`config.mk`:
```
export PLATFORM = sky130hd
export DESIGN_NAME = uart_rx_frame_sampler_flat
export DESIGN_NICKNAME = d
export VERILOG_FILES = /design/src/rtl/uart_rx_frame_sampler_if.sv /design/src/rtl/uart_rx_frame_sampler.sv /design/src/flat_wrapper.sv
export SDC_FILE = /design/constraint.sdc
export NUM_CORES = 1
export LEC_CHECK = 0
export BUFFER_PORTS_ARGS = -buffer_cell sky130_fd_sc_hd__buf_2
export CORE_UTILIZATION = 40
export DETAILED_ROUTE_END_ITERATION = 16
export PLACE_DENSITY_LB_ADDON = 0.2
export SLEW_MARGIN = 0
export SYNTH_ARGS = -nofsm -noshare
export SYNTH_HDL_FRONTEND = slang
export SYNTH_SLANG_ARGS = --single-unit
```
`constraint.sdc`:
```
create_clock -name clk -period 3.6 [get_ports clk]
set_input_delay 0.18 -clock clk [delete_from_list [all_inputs] [get_ports clk]]
set_output_delay 0.18 -clock clk [all_outputs]
set_load 0.02 [all_outputs]
```
`src/rtl/uart_rx_frame_sampler_if.sv`:
```
`default_nettype none
// ============================================================================
// Module      : uart_rx_frame_sampler_if
// Description : Serial-side inputs and received-word outputs of the UART
//               frame sampler, bundled for connection to the RX buffer.
// Revision    : 1.0 - initial release
// ============================================================================
interface uart_rx_frame_sampler_if #(
    parameter int DATA_BITS = 8
) ();
    logic                 sample_tick;
    logic                 rx_in;
    logic                 start_bit_detected;
    logic [DATA_BITS-1:0] rx_data;
    logic                 rx_valid;
    logic                 parity_err;
    logic                 frame_err;
    logic                 busy;

    // The frame engine produces the received word and its status.
    modport master (
        input  sample_tick,
        input  rx_in,
        input  start_bit_detected,
        output rx_data,
        output rx_valid,
        output parity_err,
        output frame_err,
        output busy
    );

    modport slave (
        output sample_tick,
        output rx_in,
        output start_bit_detected,
        input  rx_data,
        input  rx_valid,
        input  parity_err,
        input  frame_err,
        input  busy
    );
endinterface
`default_nettype wire

```
`src/rtl/uart_rx_frame_sampler.sv`:
```
`default_nettype none
// ============================================================================
// Module      : uart_rx_frame_sampler
// Description : UART receive frame engine: mid-bit start qualification,
//               LSB-first data, optional parity and stop-bit sampling.
// Revision    : 1.0 - initial release
// ============================================================================
module uart_rx_frame_sampler #(
    parameter int OVERSAMPLE = 16,
    parameter int DATA_BITS  = 8,
    parameter int PARITY_EN  = 1,
    parameter int PARITY_ODD = 0
) (
    input  wire logic               clk,
    input  wire logic               rst_n,
    uart_rx_frame_sampler_if.master bus
);

    localparam int TW = $clog2(OVERSAMPLE);
    localparam int BW = $clog2(DATA_BITS + 1);

    localparam logic [TW-1:0] c_TICK_MID  = TW'(OVERSAMPLE / 2 - 1);
    localparam logic [TW-1:0] c_TICK_LAST = TW'(OVERSAMPLE - 1);
    localparam logic [BW-1:0] c_BIT_LAST  = BW'(DATA_BITS - 1);
    localparam logic          c_ODD       = (PARITY_ODD != 0);

    localparam logic [2:0] c_IDLE   = 3'd0;
    localparam logic [2:0] c_START  = 3'd1;
    localparam logic [2:0] c_DATA   = 3'd2;
    localparam logic [2:0] c_PARITY = 3'd3;
    localparam logic [2:0] c_STOP   = 3'd4;

    logic [2:0]           r_state;
    logic [TW-1:0]        r_tick_cnt;
    logic [BW-1:0]        r_bit_cnt;
    logic [DATA_BITS-1:0] r_shift;
    logic                 r_par_mismatch;
    logic [DATA_BITS-1:0] r_data;
    logic                 r_valid;
    logic                 r_perr;
    logic                 r_ferr;
    logic                 r_busy;

    logic [2:0]           w_state_nxt;
    logic [TW-1:0]        w_tick_nxt;
    logic [BW-1:0]        w_bit_nxt;
    logic [DATA_BITS-1:0] w_shift_nxt;
    logic                 w_mismatch_nxt;
    logic [DATA_BITS-1:0] w_data_nxt;
    logic                 w_valid_nxt;
    logic                 w_perr_nxt;
    logic                 w_ferr_nxt;
    logic                 w_tick_mid;
    logic                 w_tick_last;

    assign w_tick_mid  = (r_tick_cnt == c_TICK_MID);
    assign w_tick_last = (r_tick_cnt == c_TICK_LAST);

    always_comb begin
        w_state_nxt    = r_state;
        w_tick_nxt     = r_tick_cnt;
        w_bit_nxt      = r_bit_cnt;
        w_shift_nxt    = r_shift;
        w_mismatch_nxt = r_par_mismatch;
        w_data_nxt     = r_data;
        w_valid_nxt    = 1'b0;
        w_perr_nxt     = r_perr;
        w_ferr_nxt     = r_ferr;

        case (r_state)
            c_IDLE: begin
                if (bus.sample_tick && bus.start_bit_detected) begin
                    w_tick_nxt  = '0;
                    w_state_nxt = c_START;
                end
            end

            // A start bit that is high again by mid-bit is treated as a glitch.
            c_START: begin
                if (bus.sample_tick) begin
                    if (w_tick_mid) begin
                        if (bus.rx_in) begin
                            w_state_nxt = c_IDLE;
                        end else begin
                            w_tick_nxt     = '0;
                            w_bit_nxt      = '0;
                            w_mismatch_nxt = 1'b0;
                            w_state_nxt    = c_DATA;
                        end
                    end else begin
                        w_tick_nxt = r_tick_cnt + 1'b1;
                    end
                end
            end

            c_DATA: begin
                if (bus.sample_tick) begin
                    if (w_tick_last) begin
                        w_shift_nxt = {bus.rx_in, r_shift[DATA_BITS-1:1]};
                        w_tick_nxt  = '0;
                        w_bit_nxt   = r_bit_cnt + 1'b1;
                        if (r_bit_cnt == c_BIT_LAST) begin
                            w_state_nxt = (PARITY_EN != 0) ? c_PARITY : c_STOP;
                        end
                    end else begin
                        w_tick_nxt = r_tick_cnt + 1'b1;
                    end
                end
            end

            c_PARITY: begin
                if (bus.sample_tick) begin
                    if (w_tick_last) begin
                        w_mismatch_nxt = bus.rx_in ^ (^r_shift) ^ c_ODD;
                        w_tick_nxt     = '0;
                        w_state_nxt    = c_STOP;
                    end else begin
                        w_tick_nxt = r_tick_cnt + 1'b1;
                    end
                end
            end

            // Frame completes at mid-stop-bit so the next start edge is not missed.
            c_STOP: begin
                if (bus.sample_tick) begin
                    if (w_tick_last) begin
                        w_data_nxt  = r_shift;
                        w_perr_nxt  = r_par_mismatch;
                        w_ferr_nxt  = ~bus.rx_in;
                        w_valid_nxt = 1'b1;
                        w_tick_nxt  = '0;
                        w_state_nxt = c_IDLE;
                    end else begin
                        w_tick_nxt = r_tick_cnt + 1'b1;
                    end
                end
            end

            default: begin
                w_state_nxt = c_IDLE;
            end
        endcase
    end

    always_ff @(posedge clk or negedge rst_n) begin
        if (!rst_n) begin
            r_state        <= c_IDLE;
            r_tick_cnt     <= '0;
            r_bit_cnt      <= '0;
            r_shift        <= '0;
            r_par_mismatch <= 1'b0;
            r_data         <= '0;
            r_valid        <= 1'b0;
            r_perr         <= 1'b0;
            r_ferr         <= 1'b0;
            r_busy         <= 1'b0;
        end else begin
            r_state        <= w_state_nxt;
            r_tick_cnt     <= w_tick_nxt;
            r_bit_cnt      <= w_bit_nxt;
            r_shift        <= w_shift_nxt;
            r_par_mismatch <= w_mismatch_nxt;
            r_data         <= w_data_nxt;
            r_valid        <= w_valid_nxt;
            r_perr         <= w_perr_nxt;
            r_ferr         <= w_ferr_nxt;
            r_busy         <= (w_state_nxt != c_IDLE);
        end
    end

    assign bus.rx_data    = r_data;
    assign bus.rx_valid   = r_valid;
    assign bus.parity_err = r_perr;
    assign bus.frame_err  = r_ferr;
    assign bus.busy       = r_busy;

endmodule
`default_nettype wire

```
`src/flat_wrapper.sv`:
```
// flat-port wrapper written by rule: the top's interface ports become plain ports
module uart_rx_frame_sampler_flat 
#(
    parameter int OVERSAMPLE = 16,
    parameter int DATA_BITS  = 8,
    parameter int PARITY_EN  = 1,
    parameter int PARITY_ODD = 0
)
  (clk, rst_n, bus_sample_tick, bus_rx_in, bus_start_bit_detected, bus_rx_data, bus_rx_valid, bus_parity_err, bus_frame_err, bus_busy);
  uart_rx_frame_sampler_if #(.DATA_BITS(DATA_BITS)) bus_i ();
  input  wire logic clk;
  input  wire logic rst_n;
  input wire logic [$bits(bus_i.sample_tick)-1:0] bus_sample_tick;
  input wire logic [$bits(bus_i.rx_in)-1:0] bus_rx_in;
  input wire logic [$bits(bus_i.start_bit_detected)-1:0] bus_start_bit_detected;
  output wire logic [$bits(bus_i.rx_data)-1:0] bus_rx_data;
  output wire logic [$bits(bus_i.rx_valid)-1:0] bus_rx_valid;
  output wire logic [$bits(bus_i.parity_err)-1:0] bus_parity_err;
  output wire logic [$bits(bus_i.frame_err)-1:0] bus_frame_err;
  output wire logic [$bits(bus_i.busy)-1:0] bus_busy;
  assign bus_i.sample_tick = bus_sample_tick;
  assign bus_i.rx_in = bus_rx_in;
  assign bus_i.start_bit_detected = bus_start_bit_detected;
  assign bus_rx_data = bus_i.rx_data;
  assign bus_rx_valid = bus_i.rx_valid;
  assign bus_parity_err = bus_i.parity_err;
  assign bus_frame_err = bus_i.frame_err;
  assign bus_busy = bus_i.busy;
  uart_rx_frame_sampler #(.OVERSAMPLE(OVERSAMPLE), .DATA_BITS(DATA_BITS), .PARITY_EN(PARITY_EN), .PARITY_ODD(PARITY_ODD)) u_core (.clk(clk), .rst_n(rst_n), .bus(bus_i));
endmodule
```
### Word level (Yosys, flattened, before mapping)

Cells that the tools add are included.

| word-level totals | value |
|---|---|
| bits in read-only memories | 0 |
| register bits | 32 |
| memories | 0 |
| output and inout bits | 12 |
| latch bits | 0 |
| bits in writable memories | 0 |

| cells by class | value |
|---|---|
| eq/ne operators | 17 |
| bitwise logic cells | 2 |
| muxes and demuxes | 33 |
| magnitude comparators | 0 |
| $mul | 0 |
| add/subtract/negate cells | 2 |
| divide/modulo/power cells | 0 |
| shift-type cells | 0 |
| reduce and logical (&&, ||, !) cells | 13 |

Operators with widths:

| cell | number |
|---|---|
| 2-to-1 mux 4 bit | 10 |
| 2-to-1 mux 3 bit | 10 |
| case mux 3 bit (5 select lines) | 1 |
| case mux 4 bit (3 select lines) | 1 |
| AND reduction 6 bit | 2 |
| != test 2 x 1 -> 1 bit, second input constant | 5 |
| adder 4 x 1 -> 4 bit, second input constant | 2 |
| equality test 4 x 3 -> 1 bit, second input constant | 2 |
| 2-to-1 mux 1 bit | 8 |
| != test 2 bit, second input constant | 4 |
| case mux 4 bit (2 select lines) | 1 |
| XOR reduction 8 bit | 1 |
| equality test 3 x 2 -> 1 bit, second input constant | 2 |
| AND reduction 3 bit | 2 |
| nonzero test 3 bit | 2 |
| AND reduction 5 bit | 1 |
| equality test 4 bit, second input constant | 1 |
| nonzero test 2 bit | 2 |
| equality test 3 x 1 -> 1 bit, second input constant | 1 |
| equality test 3 bit, second input constant | 1 |
| logical NOT 3 bit | 1 |
| != test 3 bit, second input constant | 1 |
| OR reduction 3 bit | 1 |
| 2-to-1 mux 2 bit | 1 |
| other kinds (4) | 4 |

### Depth between registers and ports, before layout

Gate-level depths: netlist of the first run.

| logic depth | value |
|---|---|
| word-level depth | 6 |
| mapped depth | 7 |

### Least setup slack after synthesis of the first run

OpenSTA, ideal clock, no wires.

| timing path | value |
|---|---|
| path type | register to register |
| start | register u_core.r_tick_cnt[0] |
| end | register u_core.r_perr, in the netlist u_core.bus.parity_err |
| buffers on the path | 2 |
| arrival time | 1.517 ns |
| setup time | 0.125 ns |
| stages on the path, launching flop included | 7 |
| setup slack | 1.958 ns |
| cell sequence | dfrtp_1 ha_1 and4_1 buf_4 and3_4 buf_6 mux2_2 |

| between the ends | value |
|---|---|
| word-level cells in the longest chain between the ends | 2 |

Ends and longest elaborated chain:

| element | RTL line | source |
|---|---|---|
| start, declared | uart_rx_frame_sampler.sv:34 | `logic [TW-1:0] r_tick_cnt;` |
| start signal, assigned | uart_rx_frame_sampler.sv:159 | `r_tick_cnt <= w_tick_nxt;` |
| equality test 4 bit | uart_rx_frame_sampler.sv:57 | `assign w_tick_last = (r_tick_cnt == c_TICK_LAST);` |
| AND reduction 3 bit (no line) | -- |  |
| end signal, assigned | uart_rx_frame_sampler.sv:165 | `r_perr <= w_perr_nxt;` |
| end, declared | uart_rx_frame_sampler.sv:40 | `logic r_perr;` |

No other way between the ends.
A chain may end at the register's enable or synchronous reset.

### Worst setup path in the final report of the first run

| timing path | value |
|---|---|
| start | register u_core.r_tick_cnt[0] |
| end | register u_core.r_data[2], in the netlist u_core.bus.rx_data[2] |

| between the ends | value |
|---|---|
| word-level cells in the longest chain between the ends | 2 |

Ends and longest elaborated chain:

| element | RTL line | source |
|---|---|---|
| equality test 4 bit | uart_rx_frame_sampler.sv:57 |  |
| AND reduction 3 bit (no line) | -- |  |
| end signal, assigned | uart_rx_frame_sampler.sv:163 | `r_data <= w_data_nxt;` |
| end, declared | uart_rx_frame_sampler.sv:38 | `logic [DATA_BITS-1:0] r_data;` |

No other way between the ends.

==> flow_summary.json, run 1 <==
{
  "setup_viol": 0,
  "period_minus_slack_ns": 1.856,
  "synth_area_leader_cell": "dfrtp_1",
  "swShare_pct": 29.86,
  "p_per_area_nw_per_um2": 586.9,
  "p_seq_share_pct": 45.6,
  "yosys_most_used_dff": "dfrtp_1",
  "dr_total_vias": 1022,
  "cts_buffers": 5,
  "synth_fa_ha_area_share_pct": 1.584,
  "avgSynthCellArea_um2": 12.06,
  "synth_xor_area_share_pct": 5.305,
  "slew_headroom_pct": 53.68,
  "hold_slack_ns": 0.1840,
  "cts_tree": "yes",
  "cts-resized-gates": 0,
  "arrival_ns": 2.02,
  "drc": 0,
  "place_ws_ns": 1.758,
  "htree_levels": 2,
  "hold_class": "in2reg",
  "final_cells": 198,
  "synth_compound_area_share_pct": 7.126,
  "area_growth_pct": 13.14,
  "rrSetupSlack_ns": 1.74,
  "path_clk_slew_ns": 0.06,
  "async_reset_ff_share_pct": 100.0,
  "max_slew.worst_pin.slew_ns": 0.6948,
  "insertion_delay_ns": 0.28,
  "start_util_pct": 42.53,
  "grt_max_degree": 33,
  "grt_pass1_wl_um": 4802,
  "clockRootBuffer": "clkbuf_8",
  "grt_util_met3_pct": 5.282,
  "status": "completed",
  "synth_cells": 131,
  "drt-initial-drc-count": 41,
  "core_area_um2": 3716,
  "grt_util_met1_pct": 19.03,
  "rsz0062_at_grt": "false",
  "final_util_pct": 48.11,
  "synthMuxAreaShare_pct": 14.65,
  "synth_top_family_by_area": "simple AND/OR/NAND/NOR gates",
  "final_common_cell": "dfrtp_1",
  "ant_nets": 0,
  "use_met2_pct": 23.83,
  "grt.busiest_layer": "met2",
  "antenna_found_initial": 0,
  "synth-simple-area-share_pct": 16.55,
  "fmax_ghz": 0.5387,
  "drv_cap": 0,
  "yosys_warnings": 0,
  "rows": 22,
  "finalNetCount": 156,
  "synth_top_area_share_pct": 50.67,
  "comb_power_share_pct": 23.0,
  "die_w_um": 64.86,
  "timing.final.crit_share_pct": 51.57,
  "dpl.hpwl_um": 1910,
  "clock_skew_ns": 0.006709,
  "routed_wl_um": 2674,
  "die-area_um2": 4206,
  "post-cts-setup-buffers": 0,
  "power_mw": 1.049,
  "synth-edff-count": 0,
  "tns_ns": 0,
  "yosys-top-cells-area": "dfrtp_1, mux2_2, xnor2_1",
  "maxSlewViolCount": 0,
  "overflow": 0,
  "wl_per_cell_um": 13.51,
  "worst_setup_path_start_kind": "register",
  "crit_fanout": 11,
  "dr.pass1.iters": 4,
  "final_hold_viol_count": 0,
  "nFillCells": 380,
  "diodes": 0,
  "drive_above_1_share_pct": 30.67,
  "multi_input_area_um2": 714.4,
  "dp.cells": 189,
  "grt_pass1_vias": 1066,
  "power_leakage_nw": 0.8674,
  "clkPwrFrac_pct": 31.4,
  "ys_seq_area_share_pct": 50.67,
  "synth_nets": 138,
  "crit_type": "reg2reg",
  "via_per_inst": 5.162,
  "worst_slack_ns": 1.744,
  "vdd_drop_max_mv": 0.2743,
  "ios": 17,
  "clockBufferDepth": 2,
  "port_buffers": 16,
  "final_cell_mix": "dfrtp_1, mux2_2, buf_2",
  "worstPathRequired_ns": 3.76,
  "ctsHoldBuffers": 1,
  "internal_power_mw": 0.7360,
  "end_kind": "register",
  "yosysUniqueCellTypes": 38,
  "gp_congestion": 0.7898,
  "post_dp_cell_area_um2": 1670,
  "grt_usage_pct": 15.40,
  "synth-seq-cells": 32,
  "regArea_um2": 800.8,
  "fin_area_um2": 1788,
  "die_h_um": 64.86,
  "syn_area_um2": 1580,
  "power.switching_mw": 0.3134,
  "clock_sinks": 32
}
routing by layer:
layer  vias up  share of wire (%)
li1        505                  -
met1       499                 47
met2        14                 48
met3         4                3.5
met4         0                1.9
met5         -                  0
logic make-up (layout without fill, tap and decap cells):
group,Yosys count,count (layout)
AND/OR/NAND/NOR,43,43
flip-flops,32,32
multiplexers,21,21
AO/OA/AOI/OAI,15,15
buffers and inverters,10,29
XOR/XNOR,8,8
adder cells (fa/ha/maj),2,2
cell usage after synthesis (3+ instances only):
cell type and number:
nand2b_1 3, dfrtp_1 32, nor2_1 5, nand4_1 4, inv_1 4, buf_6 3, mux2_2 17, nand2_1 10
mux2i_1 4, nand3_1 7, xnor2_1 5, nor2b_1 3, o21ai_0 7
final cells by class:
cell class	instances	area share, %
clock buffer	6	4.059
timing repair buffer	17	5.039
clock inverter	2	1.959
tap	48	3.359
multi-input combinational	89	39.96
inverter	4	0.8398
sequential	32	44.79
power groups by stage:
stage	Sequential, mW	Combinational, mW	Clock (mW)
2_1_floorplan	0.457	0.223	0
3_3_place_gp	0.483	0.235	0
3_5_place_dp	0.485	0.241	0
4_1_cts	0.478	0.245	0.339
5_1_grt	0.492	0.273	0.356
6_report	0.479	0.241	0.330
worst paths after layout:
path / start / to / cells past startpoint
setup / recovery: u_core.r_tick_cnt[0]$_DFFE_PN0P_ / u_core.bus.rx_data[2]$_DFFE_PN0P_ / 4
hold / removal: bus_rx_in / u_core.bus.frame_err$_DFFE_PN0P_ / 2
setup reg to reg: u_core.r_tick_cnt[0]$_DFFE_PN0P_ / u_core.bus.rx_data[2]$_DFFE_PN0P_ / 4
hold reg to reg: u_core.r_bit_cnt[3]$_DFFE_PN0P_ / u_core.r_bit_cnt[3]$_DFFE_PN0P_ / 1
max in group asynchronous: rst_n / u_core.bus.parity_err$_DFFE_PN0P_ / 2
min in group asynchronous: rst_n / u_core.r_tick_cnt[2]$_DFFE_PN0P_ / 2
worst max-delay path: stages, from the launching register on:
cell and delay, ns:
dfrtp_1 0.39, ha_1 0.23, and4_1 0.40, and3_4 0.35, mux2_2 0.36
state kept, by name, summed over array words and instances, names as in the netlist:
register               cells
u_core.bus.busy            1
u_core.bus.rx_data         8
u_core.bus.rx_valid        1
u_core.r_tick_cnt          4
u_core.r_bit_cnt           4
u_core.bus.frame_err       1
u_core.r_shift             8
u_core.r_par_mismatch      1
u_core.bus.parity_err      1
u_core.r_state             3
(Power assumes the default switching activity.)
==> run 2: changes to the inputs <==
Clock period 3.6 ns to 1.58 ns, I/O delays scaled along.
==> run 2 against run 1 <==
Net effect:
- combinational power rose to 3.2 times the previous value
- clock skew fell by 0.0033 ns
- flip-flop and latch count unchanged
- highest routed layer is now met3
- critical endpoint is now u_core.bus.rx_data[6]$_DFFE_PN0P_
- clock power grew 140%
- total power increased by 150%
- largest power group unchanged
- non-clock buffer count rose by 15
- register-to-register slack lost 1.7 ns
==> flow_summary.json, run 2 (same netlist as run 1, synthesis figures left out) <==
{
  "grt_pass1_vias": 1124,
  "core_area_um2": 3716,
  "clock_sinks": 32,
  "swShare_pct": 30.56,
  "rsz0062_at_grt": "true",
  "cts_buffers": 5,
  "slew_headroom_pct": 52.61,
  "htree_levels": 2,
  "antenna_found_initial": 0,
  "wl_per_cell_um": 13.80,
  "crit_type": "reg2reg",
  "ant_nets": 0,
  "cts_tree": "yes",
  "vdd_drop_max_mv": 0.5720,
  "worstPathRequired_ns": 1.74,
  "power.switching_mw": 0.7897,
  "startpoint": "u_core.r_tick_cnt[0]$_DFFE_PN0P_",
  "port_buffers": 16,
  "r2r_end": "u_core.bus.rx_data[6]$_DFFE_PN0P_",
  "ios": 17,
  "post-cts-setup-buffers": 0,
  "clkPwrFrac_pct": 30.0,
  "grt_util_met1_pct": 20.67,
  "status": "completed",
  "insertion_delay_ns": 0.28,
  "drt-initial-drc-count": 44,
  "area_growth_pct": 23.83,
  "rrSetupSlack_ns": 0.02,
  "arrival_ns": 1.72,
  "comb_power_share_pct": 29.5,
  "diodes": 0,
  "use_met2_pct": 25.91,
  "final_cells": 213,
  "hold_class": "in2reg",
  "r2r_start": "u_core.r_tick_cnt[0]$_DFFE_PN0P_",
  "start_util_pct": 42.53,
  "die_w_um": 64.86,
  "overflow": 0,
  "hold_slack_ns": 0.08084,
  "crit_fanout": 10,
  "tns_ns": 0,
  "worst_slack_ns": 0.02428,
  "grt.busiest_layer": "met2",
  "end_kind": "register",
  "final_cell_mix": "dfrtp_1, mux2_2, buf_2",
  "clock_skew_ns": 0.003406,
  "max_slew.worst_pin.slew_ns": 0.7108,
  "power_leakage_nw": 0.9477,
  "die-area_um2": 4206,
  "rows": 22,
  "regArea_um2": 802.0,
  "cp-endpoint": "u_core.bus.rx_data[6]$_DFFE_PN0P_",
  "via_per_inst": 5.075,
  "drive_above_1_share_pct": 42.42,
  "internal_power_mw": 1.794,
  "grt_usage_pct": 16.11,
  "grt_util_met3_pct": 4.754,
  "drc": 0,
  "fmax_ghz": 0.6428,
  "final_common_cell": "dfrtp_1",
  "nFillCells": 338,
  "p_per_area_nw_per_um2": 1320,
  "grt_max_degree": 33,
  "dr_total_vias": 1081,
  "dp.cells": 204,
  "maxSlewViolCount": 0,
  "reg2reg_depth": 4,
  "dr.pass1.iters": 4,
  "routed_wl_um": 2940,
  "multi_input_area_um2": 745.7,
  "p_seq_share_pct": 40.5,
  "grt_pass1_wl_um": 5154,
  "hp-start": "bus_rx_in",
  "drv_cap": 0,
  "gp_congestion": 0.7770,
  "worst_setup_path_start_kind": "register",
  "die_h_um": 64.86,
  "clockBufferDepth": 2,
  "timing.final.crit_share_pct": 98.46,
  "period_minus_slack_ns": 1.556,
  "setup_viol": 0,
  "finalNetCount": 171,
  "place_ws_ns": -0.06260,
  "clockRootBuffer": "clkbuf_8",
  "final_hold_viol_count": 0,
  "dpl.hpwl_um": 2105,
  "power_mw": 2.584,
  "path_clk_slew_ns": 0.07
}
-- run 2: cell type report --
type / count / share of cell area (%)
Clock inverter: 3 / 2.174
Timing Repair Buffer: 32 / 11.38
Clock buffer: 5 / 3.517
Inverter: 4 / 0.7673
Multi-Input combinational cell: 89 / 38.11
Sequential cell: 32 / 40.98
Tap cell: 48 / 3.069
-- run 2: critical path: stages, from the launching register on --
cell and delay (ns):
dfrtp_1 0.37, ha_2 0.18, and4_4 0.25, and3_4 0.29, mux2_2 0.35
-- run 2: how the worst min path moves through the flow --
stage               slack, ns  depth (start not counted)                               end
floorplan               -0.22                          0         u_core.bus.busy$_DFF_PN0_
global placement         0.16                          1  u_core.r_tick_cnt[2]$_DFFE_PN0P_
detailed placement       0.18                          1  u_core.r_tick_cnt[2]$_DFFE_PN0P_
CTS                      0.07                          2  u_core.bus.frame_err$_DFFE_PN0P_
global route             0.10                          2  u_core.bus.frame_err$_DFFE_PN0P_
finish                   0.08                          2  u_core.bus.frame_err$_DFFE_PN0P_
-- run 2: through the flow --
| step | instance area, um2 | util (%) |
|---|---|---|
| CTS | 1931 | 51.95 |
| detailed placement | 1798 | 48.38 |
| global route | 1957 | 52.66 |
| global placement | 1798 | 48.38 |
| finish | 1957 | 52.66 |
| floorplan | 1587 | - |
-- run 2: routing by layer --
metal,vias to the layer above,wire [um]
met2,16,1397
met1,536,1454
met5,-,0
li1,529,-
met4,0,0
met3,0,88
-- run 2: power groups by stage --
| stage | clock (mW) | sequential, mW | combinational (mW) |
|---|---|---|---|
| 6_report | 0.776 | 1.05 | 0.762 |
| 3_5_place_dp | 0 | 1.06 | 0.735 |
| 5_1_grt | 0.827 | 1.06 | 0.844 |
| 4_1_cts | 0.799 | 1.04 | 0.746 |
| 3_3_place_gp | 0 | 1.05 | 0.716 |
| 2_1_floorplan | 0 | 1.04 | 0.512 |
-- run 2: repair_timing --
action	CTS	global route
pin swaps	2	5
gates resized for setup	5	8
setup endpoints to repair	24	29
hold buffers	1	0
hold endpoints to repair	32	0
